File: config.mk
export PLATFORM = sky130hd
export DESIGN_NAME = serial_adder
export DESIGN_NICKNAME = d
export VERILOG_FILES = /design/src/rtl/adder_pkg.sv /design/src/rtl/fa_chunk.sv /design/src/rtl/serial_adder.sv
export SDC_FILE = /design/constraint.sdc
export NUM_CORES = 1
export LEC_CHECK = 0
export BUFFER_PORTS_ARGS = -buffer_cell sky130_fd_sc_hd__buf_2
export CAP_MARGIN = 20
export CORE_ASPECT_RATIO = 1.4
export CORE_MARGIN = 2
export CORE_UTILIZATION = 54
export DETAILED_ROUTE_END_ITERATION = 7
export GPL_TIMING_DRIVEN = 0
export PLACE_DENSITY = 0.78
export SETUP_SLACK_MARGIN = 0.02
export SKIP_CTS_REPAIR_TIMING = 1
export SYNTH_ARGS = -nofsm -noshare
export SYNTH_HDL_FRONTEND = slang
export SYNTH_SLANG_ARGS = --single-unit
File: constraint.sdc
create_clock -name clk -period 2.8 [get_ports clk]
set_clock_uncertainty 0.05 [all_clocks]
set_input_delay 0.28 -clock clk [delete_from_list [all_inputs] [get_ports clk]]
set_output_delay 0.28 -clock clk [all_outputs]
set_load 0.02 [all_outputs]
File: src/rtl/adder_pkg.sv
// adder_pkg
// Shared definitions for the serial adder slice:
//   state_t   - controller state encoding (IDLE, RUN, DONE)
//   beats()   - number of CHUNK-bit beats needed for a WIDTH-bit add
//   cnt_width - beat counter width, never narrower than 1 bit
package adder_pkg;

    typedef enum logic [1:0] {
        IDLE = 2'd0,
        RUN  = 2'd1,
        DONE = 2'd2
    } state_t;

    function automatic int beats(input int width, input int chunk);
        return width / chunk;
    endfunction

    function automatic int cnt_width(input int nbeats);
        return (nbeats > 1) ? $clog2(nbeats) : 1;
    endfunction

endpackage

File: src/rtl/fa_chunk.sv
// fa_chunk
// Purely combinational ripple of CHUNK full adders.
// Ports:
//   a, b   [CHUNK-1:0] in  - operand slices
//   cin               in  - carry into bit 0
//   sum    [CHUNK-1:0] out - slice sum
//   carry             out - carry out of the top bit
//   c_msb             out - carry into the top bit (overflow detection)
module fa_chunk #(
    parameter int CHUNK = 4
) (
    input  logic [CHUNK-1:0] a,
    input  logic [CHUNK-1:0] b,
    input  logic             cin,
    output logic [CHUNK-1:0] sum,
    output logic             carry,
    output logic             c_msb
);

    logic [CHUNK:0] c;

    assign c[0] = cin;

    for (genvar i = 0; i < CHUNK; i++) begin : g_fa
        assign sum[i]   = a[i] ^ b[i] ^ c[i];
        assign c[i + 1] = (a[i] & b[i]) | (c[i] & (a[i] ^ b[i]));
    end

    assign carry = c[CHUNK];
    assign c_msb = c[CHUNK - 1];

endmodule

File: src/rtl/serial_adder.sv
// serial_adder
// Multi-cycle adder: sum = a + b + cin over WIDTH bits, CHUNK bits per clock.
// A registered carry links successive chunks; the result and the unsigned
// carry-out / signed overflow flags are held in dedicated output registers.
// Ports:
//   clk, rst_n            - rising-edge clock, async active-low reset
//   in_valid / in_ready   - operand handshake (a, b, cin sampled at accept)
//   out_valid / out_ready - result handshake
//   sum, carry, ovf       - result, carry out of bit WIDTH-1, 2's-comp overflow
//   busy                  - high while an operation is in RUN or DONE
//
// state | meaning
// ------+---------------------------------------------------------------
// IDLE  | waiting for operands, in_ready high
// RUN   | one CHUNK-bit beat per cycle, NBEATS beats in total
// DONE  | result presented with out_valid until out_ready
module serial_adder
    import adder_pkg::*;
#(
    parameter int WIDTH = 16,
    parameter int CHUNK = 4
) (
    input  logic             clk,
    input  logic             rst_n,
    input  logic             in_valid,
    output logic             in_ready,
    input  logic [WIDTH-1:0] a,
    input  logic [WIDTH-1:0] b,
    input  logic             cin,
    output logic             out_valid,
    input  logic             out_ready,
    output logic [WIDTH-1:0] sum,
    output logic             carry,
    output logic             ovf,
    output logic             busy
);

    localparam int NBEATS = beats(WIDTH, CHUNK);
    localparam int CNT_W  = cnt_width(NBEATS);
    localparam int TOP    = WIDTH - CHUNK;
    localparam logic [CNT_W-1:0] LAST = CNT_W'(NBEATS - 1);

    if ((WIDTH % CHUNK) != 0) begin : g_width_check
        $error("serial_adder: WIDTH must be a multiple of CHUNK");
    end

    state_t            state;
    state_t            state_nxt;
    logic [WIDTH-1:0]  a_sh;
    logic [WIDTH-1:0]  b_sh;
    logic [WIDTH-1:0]  s_sh;
    logic [WIDTH-1:0]  s_nxt;
    logic [WIDTH-1:0]  chunk_ext;
    logic              c_reg;
    logic [CNT_W-1:0]  cnt;
    logic              in_ready_q;
    logic [CHUNK-1:0]  ch_sum;
    logic              ch_carry;
    logic              ch_c_msb;
    logic              accept;
    logic              last_beat;

    fa_chunk #(.CHUNK(CHUNK)) u_fa (
        .a     (a_sh[CHUNK-1:0]),
        .b     (b_sh[CHUNK-1:0]),
        .cin   (c_reg),
        .sum   (ch_sum),
        .carry (ch_carry),
        .c_msb (ch_c_msb)
    );

    // in_ready_q is only ever high in IDLE, so it doubles as the accept gate.
    assign accept    = in_valid && in_ready_q;
    assign last_beat = (state == RUN) && (cnt == LAST);

    // New result bits enter at the top; after NBEATS shifts the first chunk
    // has reached bit 0. Written with shifts so CHUNK == WIDTH still elaborates.
    always_comb begin
        chunk_ext              = '0;
        chunk_ext[CHUNK-1:0]   = ch_sum;
        s_nxt                  = (s_sh >> CHUNK) | (chunk_ext << TOP);
    end

    always_comb begin
        state_nxt = state;
        case (state)
            IDLE:    if (accept)    state_nxt = RUN;
            RUN:     if (last_beat) state_nxt = DONE;
            DONE:    if (out_ready) state_nxt = IDLE;
            default:                state_nxt = IDLE;
        endcase
    end

    always_ff @(posedge clk or negedge rst_n) begin
        if (!rst_n) begin
            state <= IDLE;
        end else begin
            state <= state_nxt;
        end
    end

    // Registered ready keeps in_ready low while reset is asserted and
    // raises it on the first edge after release.
    always_ff @(posedge clk or negedge rst_n) begin
        if (!rst_n) begin
            in_ready_q <= 1'b0;
        end else begin
            in_ready_q <= (state_nxt == IDLE);
        end
    end

    always_ff @(posedge clk or negedge rst_n) begin
        if (!rst_n) begin
            a_sh  <= '0;
            b_sh  <= '0;
            s_sh  <= '0;
            c_reg <= 1'b0;
            cnt   <= '0;
        end else begin
            case (state)
                IDLE: begin
                    if (accept) begin
                        a_sh  <= a;
                        b_sh  <= b;
                        s_sh  <= '0;
                        c_reg <= cin;
                        cnt   <= '0;
                    end
                end
                RUN: begin
                    a_sh  <= a_sh >> CHUNK;
                    b_sh  <= b_sh >> CHUNK;
                    s_sh  <= s_nxt;
                    c_reg <= ch_carry;
                    cnt   <= cnt + 1'b1;
                end
                default: ;
            endcase
        end
    end

    // Result registers only move on the completing beat, so the previous
    // result stays readable through IDLE and the next RUN.
    always_ff @(posedge clk or negedge rst_n) begin
        if (!rst_n) begin
            sum   <= '0;
            carry <= 1'b0;
            ovf   <= 1'b0;
        end else if (last_beat) begin
            sum   <= s_nxt;
            carry <= ch_carry;
            ovf   <= ch_c_msb ^ ch_carry;
        end
    end

    assign in_ready  = in_ready_q;
    assign out_valid = (state == DONE);
    assign busy      = (state != IDLE);

endmodule

# --- Word-level counts from Yosys, hierarchy flattened ---
# Index checks and enable logic that the tools add are counted.
totals:
  register_bits: 72
  in_bits: 37
  output_inout_bits: 21
  wordCells: 58
op_classes:
  n_addsub: 1
  n_eq_ne: 4
  n_mux: 14
  bitwise_logic: 22
  n_reduce_logical: 7
ops:
  columns: ["operator", "n"]
  rows:
  - ["one-hot mux 16 bit (2 select lines)", 3]
  - ["2-to-1 mux 16 bit", 3]
  - ["bitwise OR 12 x 16 -> 16 bit", 1]
  - ["XOR 1 bit", 9]
  - ["AND 1 bit", 8]
  - ["2-to-1 mux 2 bit", 4]
  - ["one-hot mux 2 bit (3 select lines)", 1]
  - ["equality test 2 bit (second input constant)", 2]
  - ["zero test 2 bit", 2]
  - ["bitwise OR 1 bit", 4]
  - ["one-hot mux 2 bit (2 select lines)", 1]
  - ["nonzero test 2 bit", 2]
  - ["adder 2 x 1 -> 2 bit (second input constant)", 1]
  - ["equality test 2 x 1 -> 1 bit (second input constant)", 1]
  - ["logical AND 1 bit", 2]
  - ["inequality test 2 bit (second input constant)", 1]
  - ["one-hot mux 1 bit (2 select lines)", 1]
  - ["AND reduction 2 bit", 1]
  - ["2-to-1 mux 1 bit", 1]

# --- Longest topological paths before layout ---
logic_depth:
  word_depth: 10
  ltp_mapped: 10

# --- By module ---
# From an unflattened synthesis, not the netlist that was laid out.
hier_totals:
  hier_cells: 227
  area_unflattened_um2: 2901.5
modules_own_cells:
  columns: ["module", "n_inst", "cells_each", "area_per_inst_um2", "seq_area_each_um2"]
  rows:
  - ["serial_adder", 1, 215, 2791.4, 1701.6]
  - ["fa_chunk", 1, 12, 110.1, 0.0]

# --- Worst setup path after synthesis ---
# Ideal clock, no wire load.
synth_timing:
  path_type: "register to register"
  startpoint: "register a_sh[0]"
  endpoint: "register sum[15]"
  setup_ns: 0.083
  arrival_time_ns: 2.016
  setup_slack_ns: 0.652
  path_stages_with_launch: 9
  path_buffers: 0
  period_less_slack_ns: 2.148
  path_cell_list: "dfrtp_1 inv_1 fa_1 inv_1 fa_1 fa_1 inv_1 fa_1 o21ai_0"
synth_via:
  elab_chain_len: 9
  elab_cells_between_ends: 10
  classes_between: "bitwise (10)"
synth_lines:
  columns: ["element", "line", "rtl"]
  rows:
  - ["start, declared", "serial_adder.sv:49", "logic [WIDTH-1:0] a_sh;"]
  - ["start signal, assigned", "serial_adder.sv:131", "a_sh <= a_sh >> CHUNK;"]
  - ["XOR 1 bit", "fa_chunk.sv:26", "assign c[i + 1] = (a[i] & b[i]) | (c[i] & (a[i] ^ b[i]));"]
  - ["AND 1 bit", "fa_chunk.sv:26", null]
  - ["bitwise OR 1 bit (*)", "fa_chunk.sv:26", null]
  - ["AND 1 bit (*)", "fa_chunk.sv:26", null]
  - ["bitwise OR 1 bit (*)", "fa_chunk.sv:26", null]
  - ["AND 1 bit (*)", "fa_chunk.sv:26", null]
  - ["bitwise OR 1 bit (*)", "fa_chunk.sv:26", null]
  - ["XOR 1 bit (*)", "fa_chunk.sv:25", "assign sum[i] = a[i] ^ b[i] ^ c[i];"]
  - ["bitwise OR 12 x 16 -> 16 bit (*)", "serial_adder.sv:81", "s_nxt = (s_sh >> CHUNK) | (chunk_ext << TOP);"]
  - ["end signal, assigned", "serial_adder.sv:150", "sum <= s_nxt;"]
  - ["end, declared", "serial_adder.sv:32", "output logic [WIDTH-1:0] sum,"]
# Mark *: on every way between the ends. The rest lies on a longest branch, timed or not.
# A chain may end at the register's enable or synchronous reset.

# --- Worst setup path after layout ---
layout_timing:
  startpoint: "register a_sh[0]"
  endpoint: "register c_reg"
layout_via:
  elab_chain_len: 10
  elab_cells_between_ends: 11
  classes_between: "mux (1); bitwise (10)"
layout_lines:
  columns: ["element", "line", "rtl"]
  rows:
  - ["XOR 1 bit", "fa_chunk.sv:26", null]
  - ["AND 1 bit", "fa_chunk.sv:26", null]
  - ["bitwise OR 1 bit (*)", "fa_chunk.sv:26", null]
  - ["AND 1 bit (*)", "fa_chunk.sv:26", null]
  - ["bitwise OR 1 bit (*)", "fa_chunk.sv:26", null]
  - ["AND 1 bit (*)", "fa_chunk.sv:26", null]
  - ["bitwise OR 1 bit (*)", "fa_chunk.sv:26", null]
  - ["AND 1 bit (*)", "fa_chunk.sv:26", null]
  - ["bitwise OR 1 bit (*)", "fa_chunk.sv:26", null]
  - ["one-hot mux 1 bit (2 select lines) (*)", "serial_adder.sv:120", "case (state)"]
  - ["end signal, assigned", "serial_adder.sv:126", "c_reg <= cin;"]
  - ["end signal, assigned", "serial_adder.sv:134", "c_reg <= ch_carry;"]
  - ["end, declared", "serial_adder.sv:54", "logic c_reg;"]
# Marks and branches as above.

==> results.md <==
- Register area share after synthesis: 0.5819
- Largest regs: a_sh x16, b_sh x16, sum x16
- Clock tree from TritonCTS: done
- WP data arrival: around 2600 ps
- Most frequent cell after synthesis: dfrtp_1
- RSZ-0062 raised after global routing: no
- Core outline area: ~5200 um2
- Leakage: 1.721 nW
- GRT Residual Overflow: 0
- Worst min-delay path class: primary input to asynchronous set/reset pin
- Post-synth EDFFs: 0
- Die Width: 66.19 um
- Die area: about 6000 um2
- RePlAce Congestion: just over 0.8
- Residual DRC: 0
- Setup violators final: 0
- Share of flip-flops with an asynchronous set or reset: 1.000
- Starting Density: 0.5626
- R2r worst-path depth: 10
- Detail Route Antenna Nets: 0
- Main area contributors after synthesis: dfrtp_1 (58%), o21ai_0 (8.7%), mux2i_1 (8.2%)
- Antenna Cells: 0
- Antenna violations before repair: 0
- Actual slew at the worst max-slew pin: 827.9 ps
- CP endpoint kind: flip-flop
- First-pass GRT wire length: ~10 mm
- Yosys top cell by area: dfrtp_1
- CTS root buf: clkbuf_8
- Setup slack, reg-to-reg: roughly 450 ps
- Pre-CTS setup slack: 450.2 ps
- HPWL Detailed: 4.145 mm
- DR pass1 iterations: 5
- Max-Cap Viols: 0
- Largest net degree at the start of global routing: 69
- Period utilization: 0.8405
- Synth cell types: 26
- Worst setup margin: 446.5 ps
- Slew Viols, Final: 0
- Share of the synthesized area in the top cell type: 0.5819
- Final hold violations: 5
- Clk slew on worst S/H paths: 60 ps
- Vias in the first global route: 2055
- Highest clock rate: around 420 MHz
- Area Overhead vs Synth: 18.53%
- Failing checks: negative hold slack
- CTS H-tree depth: 3
- GRT Total Usage: 0.2198
- Post-synth top cells: dfrtp_1 (68), o21ai_0 (51), mux2i_1 (24)
- PortBufs: 57
- Syn nets: ~270
- Critical path type: flip-flop to flip-flop
- Power Density: 1265 nW/um2
- Yosys warning count: 0
- Std cell rows: 31
- Fin Setup TNS: 0 ps
- Max-slew headroom: 0.4481
- Total Wirelength: 5.888 mm
- Post-Syn Area: 2924 um2
- Status: finished with violations
- Drt first-iter violations: roughly 180
- Worst skew pair latency: 340 ps
- Nets: 342
- WL/cell: around 16 um
- Maximum VDD drop: 0.6779 mV
- Startpoint Class: flip-flop
- Share of layout cells above drive strength 1: 0.3234
- Minimum clock period: 2354 ps
- Mapped Cells: 232
- R2R Path End: c_reg$_DFFE_PN0P_
- Clk buf depth: 2
- DR vias: 2036
- Worst hold slack: -4.996 ps
- Critical Path RT: 3000 ps
- Post-DR vias/cell: about 5.5
- Clock sink count: 68
- Top_reg_cell synth: dfrtp_1
- Die H: around 91 um
- Synthesized area per cell: 12.60 um2
- Number of buffers created by CTS: 9
- #FFs+latches synth: 68
- Top Ports: 58
- R2r startpoint: a_sh[0]$_DFFE_PN0P_
- Crit-path max FO: 3
report_power, final:
part           internal [mW]  total [mW]  switching [mW]  leakage [nW]
Sequential              1.42        1.65           0.237         0.870
Combinational          0.876        1.99            1.12         0.763
Clock                  0.399       0.737           0.338        0.0890
area by class of cell:
type	count	area [um2]
timing repair buffer	57	287.8
tap	66	82.58
sequential	68	1702
multi-input combinational	139	1082
clock inverter	3	40.04
inverter	8	30.03
fill	418	1732
buffer	17	110.1
clock buffer	11	131.4
metrics by stage:
step | instances | utilization | power [mW] | instance area (um2) | hold slack [ps]
6_report | 369 | 0.6668 | 4.385 | 3466 | -4.996
5_1_grt | 369 | 0.6668 | 4.711 | 3466 | 76.39
4_1_cts | 369 | 0.6668 | 4.431 | 3466 | 26.78
3_5_place_dp | 355 | 0.6338 | 3.680 | 3294 | 384.5
3_3_place_gp | 355 | 0.6334 | 3.595 | 3292 | 412.9
2_1_floorplan | 232 | - | 3.098 | 2924 | -65.59
worst max-delay path by stage:
stage,start,endpoint,depth (start not counted)
after floorplan,a_sh[0]$_DFFE_PN0P_,sum[15]$_DFFE_PN0P_,8
after global placement,a_sh[0]$_DFFE_PN0P_,c_reg$_DFFE_PN0P_,10
after detailed placement,a_sh[0]$_DFFE_PN0P_,c_reg$_DFFE_PN0P_,10
after CTS,a_sh[0]$_DFFE_PN0P_,c_reg$_DFFE_PN0P_,10
after global routing,a_sh[0]$_DFFE_PN0P_,c_reg$_DFFE_PN0P_,10
final,a_sh[0]$_DFFE_PN0P_,c_reg$_DFFE_PN0P_,10
placed cells by master, fill, tap and decap left out:
| cell type | n |
|---|---|
| a22o_1 | 19 |
| and2b_1 | 1 |
| nor2_4 | 1 |
| a21oi_1 | 2 |
| o2bb2ai_1 | 2 |
| fa_1 | 4 |
| ha_1 | 1 |
| mux2i_1 | 24 |
| buf_6 | 4 |
| or2_4 | 1 |
| or2_2 | 1 |
| dfrtp_1 | 68 |
| xor2_1 | 1 |
| a21oi_4 | 1 |
| nand2b_1 | 2 |
| nand3b_1 | 1 |
| clkbuf_1 | 8 |
| buf_2 | 60 |
| o21ai_1 | 6 |
| mux2_2 | 14 |
| clkbuf_8 | 9 |
| nand2_1 | 5 |
| o21a_1 | 1 |
| buf_4 | 4 |
| nor3b_1 | 1 |
| inv_1 | 8 |
| clkinv_2 | 2 |
| o21ai_0 | 51 |
| bufinv_16 | 1 |
layer usage:
metal	track usage	routed length, um	up-vias	part of all wire
met1	0.2780	2465	1018	0.42
li1	-	-	960	-
met4	0.07653	92	0	0.016
met3	0.04585	222	9	0.038
met5	0	0	-	0
met2	0.3683	3107	49	0.53
worst max-delay path, stage by stage (launching register included):
cell	delay, ps
dfrtp_1	340
inv_1	60
fa_1	410
inv_1	80
fa_1	200
fa_1	230
inv_1	70
fa_1	410
nor3b_1	190
a21oi_1	80
o21ai_0	160
cell families after synthesis:
family	synth area share
DFF	0.5819
muxes	0.1361
and+or+nand+nor	0.02739
xor gates and xnor gates	0.002996
buffers and inverters	0.04792
adders and majority gates	0.03166
AOI/OAI and AO/OA	0.1720
Power figures use the tool's default switching activity.
